File: src/rtl/alu4_pkg.sv
// Shared types and constants for the alu4 issue/writeback controller and its register file.
package alu4_pkg;

    localparam int unsigned DATA_W  = 4;
    localparam int unsigned NREGS   = 4;
    localparam int unsigned AW      = 2;
    localparam int unsigned INSTR_W = 12;
    localparam int unsigned OP_W    = 3;

    typedef enum logic [1:0] {
        IDLE,
        EXEC,
        DONE
    } state_e;

    // Instruction layout: {op, rd, rs, use_imm, rt_imm}
    localparam int unsigned OP_MSB  = 11;
    localparam int unsigned OP_LSB  = 9;
    localparam int unsigned RD_MSB  = 8;
    localparam int unsigned RD_LSB  = 7;
    localparam int unsigned RS_MSB  = 6;
    localparam int unsigned RS_LSB  = 5;
    localparam int unsigned IMM_BIT = 4;
    localparam int unsigned RT_MSB  = 3;
    localparam int unsigned RT_LSB  = 0;

    localparam int unsigned FLAG_C = 3;
    localparam int unsigned FLAG_N = 2;
    localparam int unsigned FLAG_Z = 1;
    localparam int unsigned FLAG_V = 0;

endpackage

File: src/rtl/alu4_regfile.sv
// Register file for alu4_issue_ctrl: two operand read ports, a debug read port,
// and a host write port plus an ALU writeback port.
module alu4_regfile
    import alu4_pkg::*;
#(
    parameter int unsigned DATA_W = alu4_pkg::DATA_W,
    parameter int unsigned NREGS  = alu4_pkg::NREGS,
    parameter int unsigned AW     = alu4_pkg::AW
) (
    input  logic              clk,
    input  logic              reset,
    input  logic [AW-1:0]     raddr_a,
    output logic [DATA_W-1:0] rdata_a,
    input  logic [AW-1:0]     raddr_b,
    output logic [DATA_W-1:0] rdata_b,
    input  logic [AW-1:0]     dbg_raddr,
    output logic [DATA_W-1:0] dbg_rdata,
    input  logic              wb_we,
    input  logic [AW-1:0]     wb_waddr,
    input  logic [DATA_W-1:0] wb_wdata,
    input  logic              host_we,
    input  logic [AW-1:0]     host_waddr,
    input  logic [DATA_W-1:0] host_wdata
);

    logic [DATA_W-1:0] mem_q [NREGS];
    logic [DATA_W-1:0] mem_d [NREGS];

    assign rdata_a   = mem_q[raddr_a];
    assign rdata_b   = mem_q[raddr_b];
    assign dbg_rdata = mem_q[dbg_raddr];

    // Writeback is applied after the host write so it wins on an address collision.
    always_comb begin
        mem_d = mem_q;
        if (host_we) mem_d[host_waddr] = host_wdata;
        if (wb_we)   mem_d[wb_waddr]   = wb_wdata;
    end

    always_ff @(posedge clk) begin
        if (reset) begin
            for (int unsigned i = 0; i < NREGS; i++) mem_q[i] <= '0;
        end else begin
            mem_q <= mem_d;
        end
    end

endmodule

File: src/rtl/alu4_issue_ctrl.sv
// Issue/writeback controller around an external alu4: IDLE -> EXEC -> DONE, one instruction in flight.
// Optional ALU4_ISSUE_STALL_CNT_EN adds a saturating stall_cnt output counting DONE cycles without out_ready.
module alu4_issue_ctrl
    import alu4_pkg::*;
#(
    parameter int unsigned DATA_W = alu4_pkg::DATA_W,
    parameter int unsigned NREGS  = alu4_pkg::NREGS,
    parameter int unsigned AW     = alu4_pkg::AW
) (
    input  logic              clk,
    input  logic              reset,
    input  logic              in_valid,
    output logic              in_ready,
    input  logic [11:0]       in_instr,
    output logic [DATA_W-1:0] alu_a,
    output logic [DATA_W-1:0] alu_b,
    output logic [2:0]        alu_op,
    input  logic [DATA_W-1:0] alu_result,
    input  logic [3:0]        alu_flags,
    output logic              out_valid,
    input  logic              out_ready,
    output logic [DATA_W-1:0] out_result,
    output logic [AW-1:0]     out_rd,
    output logic [3:0]        flags,
    input  logic              host_we,
    input  logic [AW-1:0]     host_waddr,
    input  logic [DATA_W-1:0] host_wdata,
    input  logic [AW-1:0]     dbg_raddr,
`ifdef ALU4_ISSUE_STALL_CNT_EN
    output logic [15:0]       stall_cnt,
`endif
    output logic [DATA_W-1:0] dbg_rdata
);

    state_e            state_q, state_d;
    logic [DATA_W-1:0] alu_a_q, alu_a_d;
    logic [DATA_W-1:0] alu_b_q, alu_b_d;
    logic [2:0]        alu_op_q, alu_op_d;
    logic [AW-1:0]     rd_q, rd_d;
    logic [DATA_W-1:0] out_result_q, out_result_d;
    logic [AW-1:0]     out_rd_q, out_rd_d;
    logic [3:0]        flags_q, flags_d;
    logic              wb_we;
    logic [DATA_W-1:0] rs_data;
    logic [DATA_W-1:0] rt_data;

    alu4_regfile #(
        .DATA_W (DATA_W),
        .NREGS  (NREGS),
        .AW     (AW)
    ) u_regfile (
        .clk        (clk),
        .reset      (reset),
        .raddr_a    (in_instr[RS_LSB +: AW]),
        .rdata_a    (rs_data),
        .raddr_b    (in_instr[RT_LSB +: AW]),
        .rdata_b    (rt_data),
        .dbg_raddr  (dbg_raddr),
        .dbg_rdata  (dbg_rdata),
        .wb_we      (wb_we),
        .wb_waddr   (rd_q),
        .wb_wdata   (alu_result),
        .host_we    (host_we),
        .host_waddr (host_waddr),
        .host_wdata (host_wdata)
    );

    assign in_ready   = (state_q == IDLE) && !reset;
    assign out_valid  = (state_q == DONE);
    assign alu_a      = alu_a_q;
    assign alu_b      = alu_b_q;
    assign alu_op     = alu_op_q;
    assign out_result = out_result_q;
    assign out_rd     = out_rd_q;
    assign flags      = flags_q;

    always_comb begin
        state_d      = state_q;
        alu_a_d      = alu_a_q;
        alu_b_d      = alu_b_q;
        alu_op_d     = alu_op_q;
        rd_d         = rd_q;
        out_result_d = out_result_q;
        out_rd_d     = out_rd_q;
        flags_d      = flags_q;
        wb_we        = 1'b0;
        case (state_q)
            IDLE: begin
                if (in_valid) begin
                    alu_a_d  = rs_data;
                    alu_b_d  = in_instr[IMM_BIT] ? in_instr[RT_MSB:RT_LSB] : rt_data;
                    alu_op_d = in_instr[OP_MSB:OP_LSB];
                    rd_d     = in_instr[RD_MSB:RD_LSB];
                    state_d  = EXEC;
                end
            end
            EXEC: begin
                wb_we        = 1'b1;
                flags_d      = alu_flags;
                out_result_d = alu_result;
                out_rd_d     = rd_q;
                state_d      = DONE;
            end
            DONE: begin
                if (out_ready) state_d = IDLE;
            end
            default: state_d = IDLE;
        endcase
    end

    always_ff @(posedge clk) begin
        if (reset) begin
            state_q      <= IDLE;
            alu_a_q      <= '0;
            alu_b_q      <= '0;
            alu_op_q     <= '0;
            rd_q         <= '0;
            out_result_q <= '0;
            out_rd_q     <= '0;
            flags_q      <= '0;
        end else begin
            state_q      <= state_d;
            alu_a_q      <= alu_a_d;
            alu_b_q      <= alu_b_d;
            alu_op_q     <= alu_op_d;
            rd_q         <= rd_d;
            out_result_q <= out_result_d;
            out_rd_q     <= out_rd_d;
            flags_q      <= flags_d;
        end
    end

`ifdef ALU4_ISSUE_STALL_CNT_EN
    logic [15:0] stall_cnt_q, stall_cnt_d;

    assign stall_cnt = stall_cnt_q;

    always_comb begin
        stall_cnt_d = stall_cnt_q;
        if ((state_q == DONE) && !out_ready && (stall_cnt_q != '1)) stall_cnt_d = stall_cnt_q + 16'd1;
    end

    always_ff @(posedge clk) begin
        if (reset) stall_cnt_q <= '0;
        else       stall_cnt_q <= stall_cnt_d;
    end
`endif

endmodule
File: config.mk
export PLATFORM = sky130hd
export DESIGN_NAME = alu4_issue_ctrl
export DESIGN_NICKNAME = d
export VERILOG_FILES = /design/src/rtl/alu4_pkg.sv /design/src/rtl/alu4_regfile.sv /design/src/rtl/alu4_issue_ctrl.sv
export SDC_FILE = /design/constraint.sdc
export NUM_CORES = 1
export LEC_CHECK = 0
export CAP_MARGIN = 0
export CORE_MARGIN = 2
export CORE_UTILIZATION = 45
export CTS_CLUSTER_DIAMETER = 30
export DETAILED_ROUTE_END_ITERATION = 16
export GPL_TIMING_DRIVEN = 0
export HOLD_SLACK_MARGIN = 0.08
export PLACE_DENSITY_LB_ADDON = 0.15
export SYNTH_ARGS = -nofsm -noshare
export SYNTH_HDL_FRONTEND = slang
export SYNTH_SLANG_ARGS = --single-unit
File: constraint.sdc
create_clock -name clk -period 3.3 [get_ports clk]
set_clock_uncertainty 0.15 [all_clocks]
set_input_delay 0.495 -clock clk [delete_from_list [all_inputs] [get_ports clk]]
set_output_delay 0.495 -clock clk [all_outputs]
set_load 0.1 [all_outputs]
### After elaboration in Yosys (flattened, before gate mapping)

Index checks and enable logic that the tools add are counted.

| cells by class | value |
|---|---|
| mux-type cells | 22 |
| bitwise logic cells | 5 |
| equality and inequality tests | 4 |
| magnitude comparators | 7 |
| reductions and logical operators | 7 |

Operators by type and width:

| operator | count |
|---|---|
| $mux W4 | 9 |
| $bwmux W16 | 2 |
| $mux W16 | 2 |
| $bmux W4 S2 | 3 |
| $demux W4 S2 | 2 |
| $ge A3 B3 Y1 const B | 5 |
| $not A2 Y3 | 5 |
| $lt A3 B1 Y1 const B | 2 |
| $pmux W2 S3 | 1 |
| $mux W2 | 2 |
| $reduce_and A2 Y1 | 2 |
| $logic_and A1 B1 Y1 | 3 |
| $eq A2 B1 Y1 const B | 1 |
| $eq A2 B2 Y1 const B | 1 |
| $logic_not A2 Y1 | 1 |
| $ne A2 B1 Y1 const B | 1 |
| $ne A2 B2 Y1 const B | 1 |
| $logic_not A1 Y1 | 1 |
| $mux W1 | 1 |

| word-level totals | value |
|---|---|
| register bits | 41 |

### Logic depth before layout (Yosys ltp)

| logic depth | value |
|---|---|
| word-level depth | 9 |
| depth in mapped cells | 5 |

### By module

A second synthesis with hierarchy kept.

| second synthesis, totals | value |
|---|---|
| cell total of the unflattened synthesis | 189 |
| area, all modules | 1980.6 µm² |

Modules (own cells, without submodules):

| module | cells each | sequential area each (µm²) | instances | area an instance (µm²) |
|---|---|---|---|---|
| alu4_regfile | 88 | 320.3 | 1 | 1006.0 |
| alu4_issue_ctrl | 101 | 500.5 | 1 | 974.7 |

### Worst setup path before layout

Ideal clock, no wire load.

| timing path | value |
|---|---|
| path type | in2out |
| start point | in reset |
| end point | out in_ready |
| stages on the path | 3 |
| setup slack | -0.219 ns |
| data required time | 2.655 ns |
| arrival | 2.874 ns |
| path buffers | 2 |
| cells stage by stage | clkbuf_1 > clkbuf_1 > nor3_1 |

| between the ends | value |
|---|---|
| longest elaborated chain between the ends | 2 |

RTL lines:

| item | RTL line | RTL |
|---|---|---|
| start, declared | alu4_issue_ctrl.sv:11 | `input logic reset,` |
| $logic_not A1 Y1 | alu4_issue_ctrl.sv:68 | `assign in_ready = (state_q == IDLE) && !reset;` |
| $logic_and A1 B1 Y1 | alu4_issue_ctrl.sv:68 |  |
| end, declared | alu4_issue_ctrl.sv:13 | `output logic in_ready,` |

No other way between the ends.

### Worst setup path after layout

| timing path | value |
|---|---|
| start point | in dbg_raddr[0] |
| end point | out dbg_rdata[2] |

| between the ends | value |
|---|---|
| longest elaborated chain between the ends | 4 |

RTL lines:

| item | RTL line | RTL |
|---|---|---|
| start, declared | alu4_issue_ctrl.sv:28 | `input logic [AW-1:0] dbg_raddr,` |
| $not A2 Y3 (implied by the code) | alu4_regfile.sv:31 | `assign dbg_rdata = mem_q[dbg_raddr];` |
| $bmux W4 S2 | alu4_regfile.sv:31 |  |
| $mux W4 (implied by the code) (2 in a row) | alu4_regfile.sv:31 |  |
| end, declared | alu4_issue_ctrl.sv:32 | `output logic [DATA_W-1:0] dbg_rdata` |

No other way between the ends. The select of a mux whose other input is x is not followed.

==> results.md <==
* Largest cells by area after synthesis: dfxtp_1 41%, mux2i_1 9.1%, mux4_2 9.1%
* FF-to-FF Start: state_q[1]
* Compound-cell area share of the yosys netlist at 0.155
* Max-cap viol count at 0
* Multi-input gate area at 1110 sq um
* Syn_nets at 243
* WL final at 4990 um
* Crit Path Category: input port to output port
* DR vias/cell at 5.51
* PortBufs at 57
* Synth top area share at 0.413
* Reg clk slew, reported paths at 0.07 ns
* Max VDD drop at 0.000241 V
* Hold Crit Start: alu_op[0]
* Req. time, crit path at 2.65 ns
* Synth top cells by count: 41 x dfxtp_1, 38 x nand2_1, 21 x a21oi_1, 21 x nor2_1, 18 x mux2i_1
* Post-synth top flop: dfxtp_1
* Die Height at 70.5 um
* Routed len/inst at 15.3 um
* Synth warnings at 0
* Die ar. at 4970 sq um
* HP Class: flip-flop to flip-flop
* Worst Hold Slack at 0.304 ns
* Synthesized area per cell at 9.47 sq um
* Met3 wire len at 270 um
* Post-synthesis sequential area ratio at 0.413
* Overall routing resource usage at 0.209
* Synth area leader: dfxtp_1
* Starting density of the core at 0.463
* Pleak at 1.06 nW
* Row count at 24
* Met1 Routed Length at 2360 um
* Mapped Cells at 210
* FILL cells at 386
* Fin. Hold Viols at 0
* Root Driver: clkbuf_8
* Worst-skew pair later-pin latency at 0.29 ns
* Maximum clock frequency at 0.307 GHz
* Synth Register Bits at 41
* Crit path time final at 3.26 ns
* HPWL after detailed placement at 3740 um
* P per Cell Area at 447 nW/um^2
* Worst Tran Pin Value at 0.976 ns
* Post-Route Setup TNS at 0 ns
* Number of global-route vias before repair at 1681
* CP arrival at 2.61 ns
* Met2 WL at 2320 um
* CTS sink cnt at 41
* Maximum number of pins on one net before global-route repair at 12
* Layout cell share with drive strength beyond 1 at 0.124
* Gr ovfl total at 0
* Initial DRC Count at 66
* Total iterations of the first detailed-routing run at 4
* Worst Setup End Kind: output port
* Via count at 1795
* Uppermost routed layer: met4
* Asr flop ratio synth at 0
* First-pass GRT wire length at 8200 um
* Post-synth cell types at 28
* RSZ-0062 raised after global routing: false
* Final setup fails at 0
* CP Max Fanout at 4
* CTS tree: done
* Initial antenna violation count at 0
* N_diodes at 0
* Area Growth Syn to Fin at 36.7%
* Ports at 60
* GPL Wtd Cong at 0.781
* Post-CTS setup buffers at 0
* Mapped Area at 1990 sq um
* Crit path launch type: input port
* CTS H-tree lvls at 2
* Total CTS buffers at 5
* Die Span X at 70.5 um
* Final net count at 307
* Routed Antenna Nets at 0
* Crit path from: dbg_raddr[0]
* Inst Count DP at 319
* Main combinational cell family by area after synthesis: multiplexers
* Top-count cell post-synth: dfxtp_1
* Fraction of synthesized area in multiplexers at 0.215
* Clk buf depth at 2
* Synth Area in Simple Gates at 0.183
* Core area at 4290 sq um
* Adder-cell area share of the yosys netlist at 0
* Slew Limit Headroom at 0.347
* Final worst setup slack at 0.0448 ns
* Non-Filler Instances at 326
* Pre-CTS setup slack at 0.0158 ns
* Max Slew Vio Count at 0
* FF/Latch Area at 821 sq um
* DRC Markers at 0
* Xor/xnor cell area share of the yosys netlist at 0
* Status: finished clean
* Final cycle utilization of the critical path at 0.986
* Number of synthesized flops with an enable pin at 0
* Final core occ at 0.633
[placed cells by master, fill, tap and decap left out, types with 3 or more instances in the layout]
cell	n
clkbuf_1	8
mux2_2	6
clkdlybuf4s50_1	56
nand3b_1	3
dfxtp_1	41
a21oi_1	21
mux4_2	8
buf_2	6
mux2i_1	18
clkbuf_8	6
nor2b_1	3
nand2_1	38
nor2_1	21
a211oi_2	4
a211oi_1	15
[metrics by stage]
| step | instance area (sq um) | power (W) |
|---|---|---|
| 2_1_floorplan | 1990 | 0.000785 |
| 3_3_place_gp | 2630 | 0.000890 |
| 3_5_place_dp | 2630 | 0.000894 |
| 4_1_cts | 2720 | 0.00122 |
| 5_1_grt | 2720 | 0.00127 |
| 6_report | 2720 | 0.00121 |
[final cells by class]
class                      count  share of cell area
timing repair buffer          57               0.211
tap                           52              0.0239
clock buffer                   7              0.0318
buffer                        15              0.0249
sequential                    41               0.302
multi-input combinational    154               0.407
[worst paths after layout]
path | endpoint | slack, ns | cells after the start
max reg2reg | u_regfile.mem_q[12] | 1.69 | 4
min | alu_op[0] | 0.30 | 2
min reg2reg | alu_op[0] | 0.30 | 2
max | dbg_rdata[2] | 0.04 | 3
[critical path, stage by stage]
cell	delay (ns)
clkdlybuf4s50_1	0.60
mux4_2	0.53
clkdlybuf4s50_1	0.98
[layer usage]
metal | track usage | up-vias
li1 | - | 889
met1 | 0.292 | 845
met2 | 0.329 | 56
met3 | 0.0361 | 5
met4 | 0.0641 | 0
met5 | 0 | -
[what timing repair did]
item / CTS / global route
resized for setup: 0 / 1
hold buffers: 0 / 0
setup endpoints to repair: 0 / 1
[power breakdown]
group | internal [W] | leakage, nW | switching (W)
sequential | 0.000522 | 0.335 | 0.0000234
combinational | 0.000119 | 0.676 | 0.000218
clock | 0.000166 | 0.0443 | 0.000166
total | 0.000807 | 1.06 | 0.000407
[kinds of logic after synthesis]
logic type      Yosys count
simple gates             77
compound gates           45
mux                      32
flops                    41
buf+inv                  15
[state kept, by name (all words and copies together), names as in the netlist]
name	count
state_q	2
alu_op	3
u_regfile.mem_q	16
rd_q	2
out_result	4
flags	4
alu_b	4
out_rd	2
alu_a	4
(Power assumes the default switching activity.)
==> patch: new RTL, same settings <==
Take the reset off `rd_q` and `out_result_q` and load them in a clocked block of their own.
--- a/src/rtl/alu4_issue_ctrl.sv
+++ b/src/rtl/alu4_issue_ctrl.sv
@@ -115,6 +115,4 @@
             alu_b_q      <= '0;
             alu_op_q     <= '0;
-            rd_q         <= '0;
-            out_result_q <= '0;
             out_rd_q     <= '0;
             flags_q      <= '0;
@@ -124,9 +122,12 @@
             alu_b_q      <= alu_b_d;
             alu_op_q     <= alu_op_d;
-            rd_q         <= rd_d;
-            out_result_q <= out_result_d;
             out_rd_q     <= out_rd_d;
             flags_q      <= flags_d;
         end
+    end
+
+    always_ff @(posedge clk) begin
+        rd_q         <= rd_d;
+        out_result_q <= out_result_d;
     end
 
Function: differs if reset is asserted again (counterexample within 4 cycles, from zero or initial values and one cycle with reset high); with reset held inactive, the same outputs for 4 cycles.
==> patch against the unedited design <==
First-iteration DRC count rose by 52%; routed wire length fell by 11%; design area up 0.14%; area after synthesis decreased by 1.1%; via count decreased by 9.1%; sequential power increased by 2%; sequential cell count unchanged; synthesized cell count decreased by 10%; worst setup slack better by 0.19 ns; power rose by 7.8%; highest routed layer unchanged.
==> patch: results (changes against the unedited design) <==
run_status:
  status: "complete, no violations"  # unchanged
yosys:
  synth_edf_count: 6  # was 0
  synth_nets: 222  # was 243
  synth_commonest_cells: "dfxtp_1, nand2_1, nor2_1"  # was dfxtp_1, nand2_1, a21oi_1, nor2_1, mux2i_1
  ys_seq_area_frac: 0.448  # was 0.413
  synth.area.top_cells: "dfxtp_1, mux2i_1, edfxtp_1"  # was dfxtp_1, mux2i_1, mux4_2
  yosys.cell_types.count: 31  # was 28
  synthArstFlopShare: 0  # unchanged
global_routing:
  grt_pass1_vias: 1485  # was 1681
  grt_use_total: 0.194  # was 0.209
  grt_pass1_wl_um: 7430  # was 8200 µm
  grt_max_degree: 13  # was 12
sta:
  whs_ns: 0.303  # was 0.304 ns
  worst_slew_pin_slew_ns: 0.978  # was 0.976 ns
  finalHoldViolCount: 0  # unchanged
hold_path:
  holdPathStages: 2  # unchanged
setup_path:
  crit_fanout: 10  # was 4
  reg2reg_slack_ns: 1.63  # was 1.69 ns
  cp.arrival_ns: 2.42  # was 2.61 ns
place:
  dp_hpwl_um: 3500  # was 3740 µm
  place_congestion: 0.866  # was 0.781
drt:
  drtIter0Drc: 100  # was 66
  firstDrtPassIters: 4  # unchanged
  routedWlPerCell_um: 14.5  # was 15.3 µm
  via_per_inst: 5.33  # was 5.51
clock_tree:
  root_buffer: "clkbuf_8"  # unchanged
  htree_levels: 2  # unchanged
pwr:
  irDropWorstVdd_mv: 0.228  # was 0.241 mV
  leakage_nw: 1.07  # was 1.06 nW
layout:
  diodes: 0  # unchanged
  finalNetCount: 286  # was 307
  drive_gt1_frac: 0.130  # was 0.124
==> patch: changes by cell type in the layout (fill, tap and decap cells not counted), moves of 3 or more <==
| cell | delta |
|---|---|
| a21oi_1 | -6 |
| buf_2 | -4 |
| clkdlybuf4s50_1 | -3 |
| dfxtp_1 | -6 |
| dlygate4sd2_1 | +3 |
| edfxtp_1 | +6 |
| nand2_1 | -12 |
==> patch: metrics by stage <==
| step | TNS (ns) | std cells | cell area [µm²] | setup WS, ns | utilization |
|---|---|---|---|---|---|
| after CTS | 0 | 306 | 2720 | 0.0363 | 0.633 |
| after global routing | 0 | 306 | 2720 | 0.0876 | 0.634 |
| after global placement | 0 | 298 | 2610 | 0.00304 | 0.607 |
| final | 0 | 306 | 2720 | 0.239 | 0.634 |
| after floorplan | 0 | 189 | 1970 | 0.559 | - |
| after detailed placement | -0.00710 | 298 | 2610 | -0.00710 | 0.607 |
==> patch: timing repair <==
item | CTS | global route
buffers inserted | 0 | 0
setup endpoints to repair | 3 | 1
hold endpoints to repair | 0 | 0
gates resized for setup | 3 | 1
hold buffers | 0 | 0
==> patch: cell type report <==
| class | instances | area [µm²] |
|---|---|---|
| buffer | 12 | 66.3 |
| clock buffer | 7 | 86.3 |
| clock inverter | 1 | 30.0 |
| fill | 387 | 1570 |
| inverter | 2 | 12.5 |
| multi-input combinational | 134 | 1010 |
| sequential | 41 | 881 |
| tap | 52 | 65.1 |
| timing repair buffer | 57 | 569 |
==> patch: worst max-delay path: stages <==
cell             delay [ns]
clkbuf_1               0.36
clkbuf_1               0.51
nor3_2                 0.06
clkdlybuf4s50_1        0.98
==> patch: kinds of logic after synthesis <==
family          count (synthesis)  share of synthesized area
simple gates                   63                      0.153
flops                          41                      0.448
compound gates                 39                      0.142
mux                            32                      0.218
buf+inv                        14                     0.0401
==> patch: report_power, final <==
group | internal (mW) | switching [mW]
sequential | 0.536 | 0.0222
combinational | 0.116 | 0.216
clock | 0.247 | 0.172
==> patch: worst paths after layout <==
path | start | end
max | reset | in_ready
min | alu_op[0]$_SDFFE_PP0P_ | alu_op[0]$_SDFFE_PP0P_
max reg2reg | rd_q[1]$_DFFE_PP_ | u_regfile.mem_q[15]$_SDFF_PP0_
min reg2reg | alu_op[0]$_SDFFE_PP0P_ | alu_op[0]$_SDFFE_PP0P_
==> patch: per-layer routing <==
layer	vias to the layer above	wire length (µm)	part of all wire	global-route usage
li1	824	-	-	-
met1	755	2110	0.47	0.265
met2	50	2100	0.47	0.298
met3	2	230	0.052	0.0620
met4	0	14	0.0031	0.0491
met5	-	0	0	0
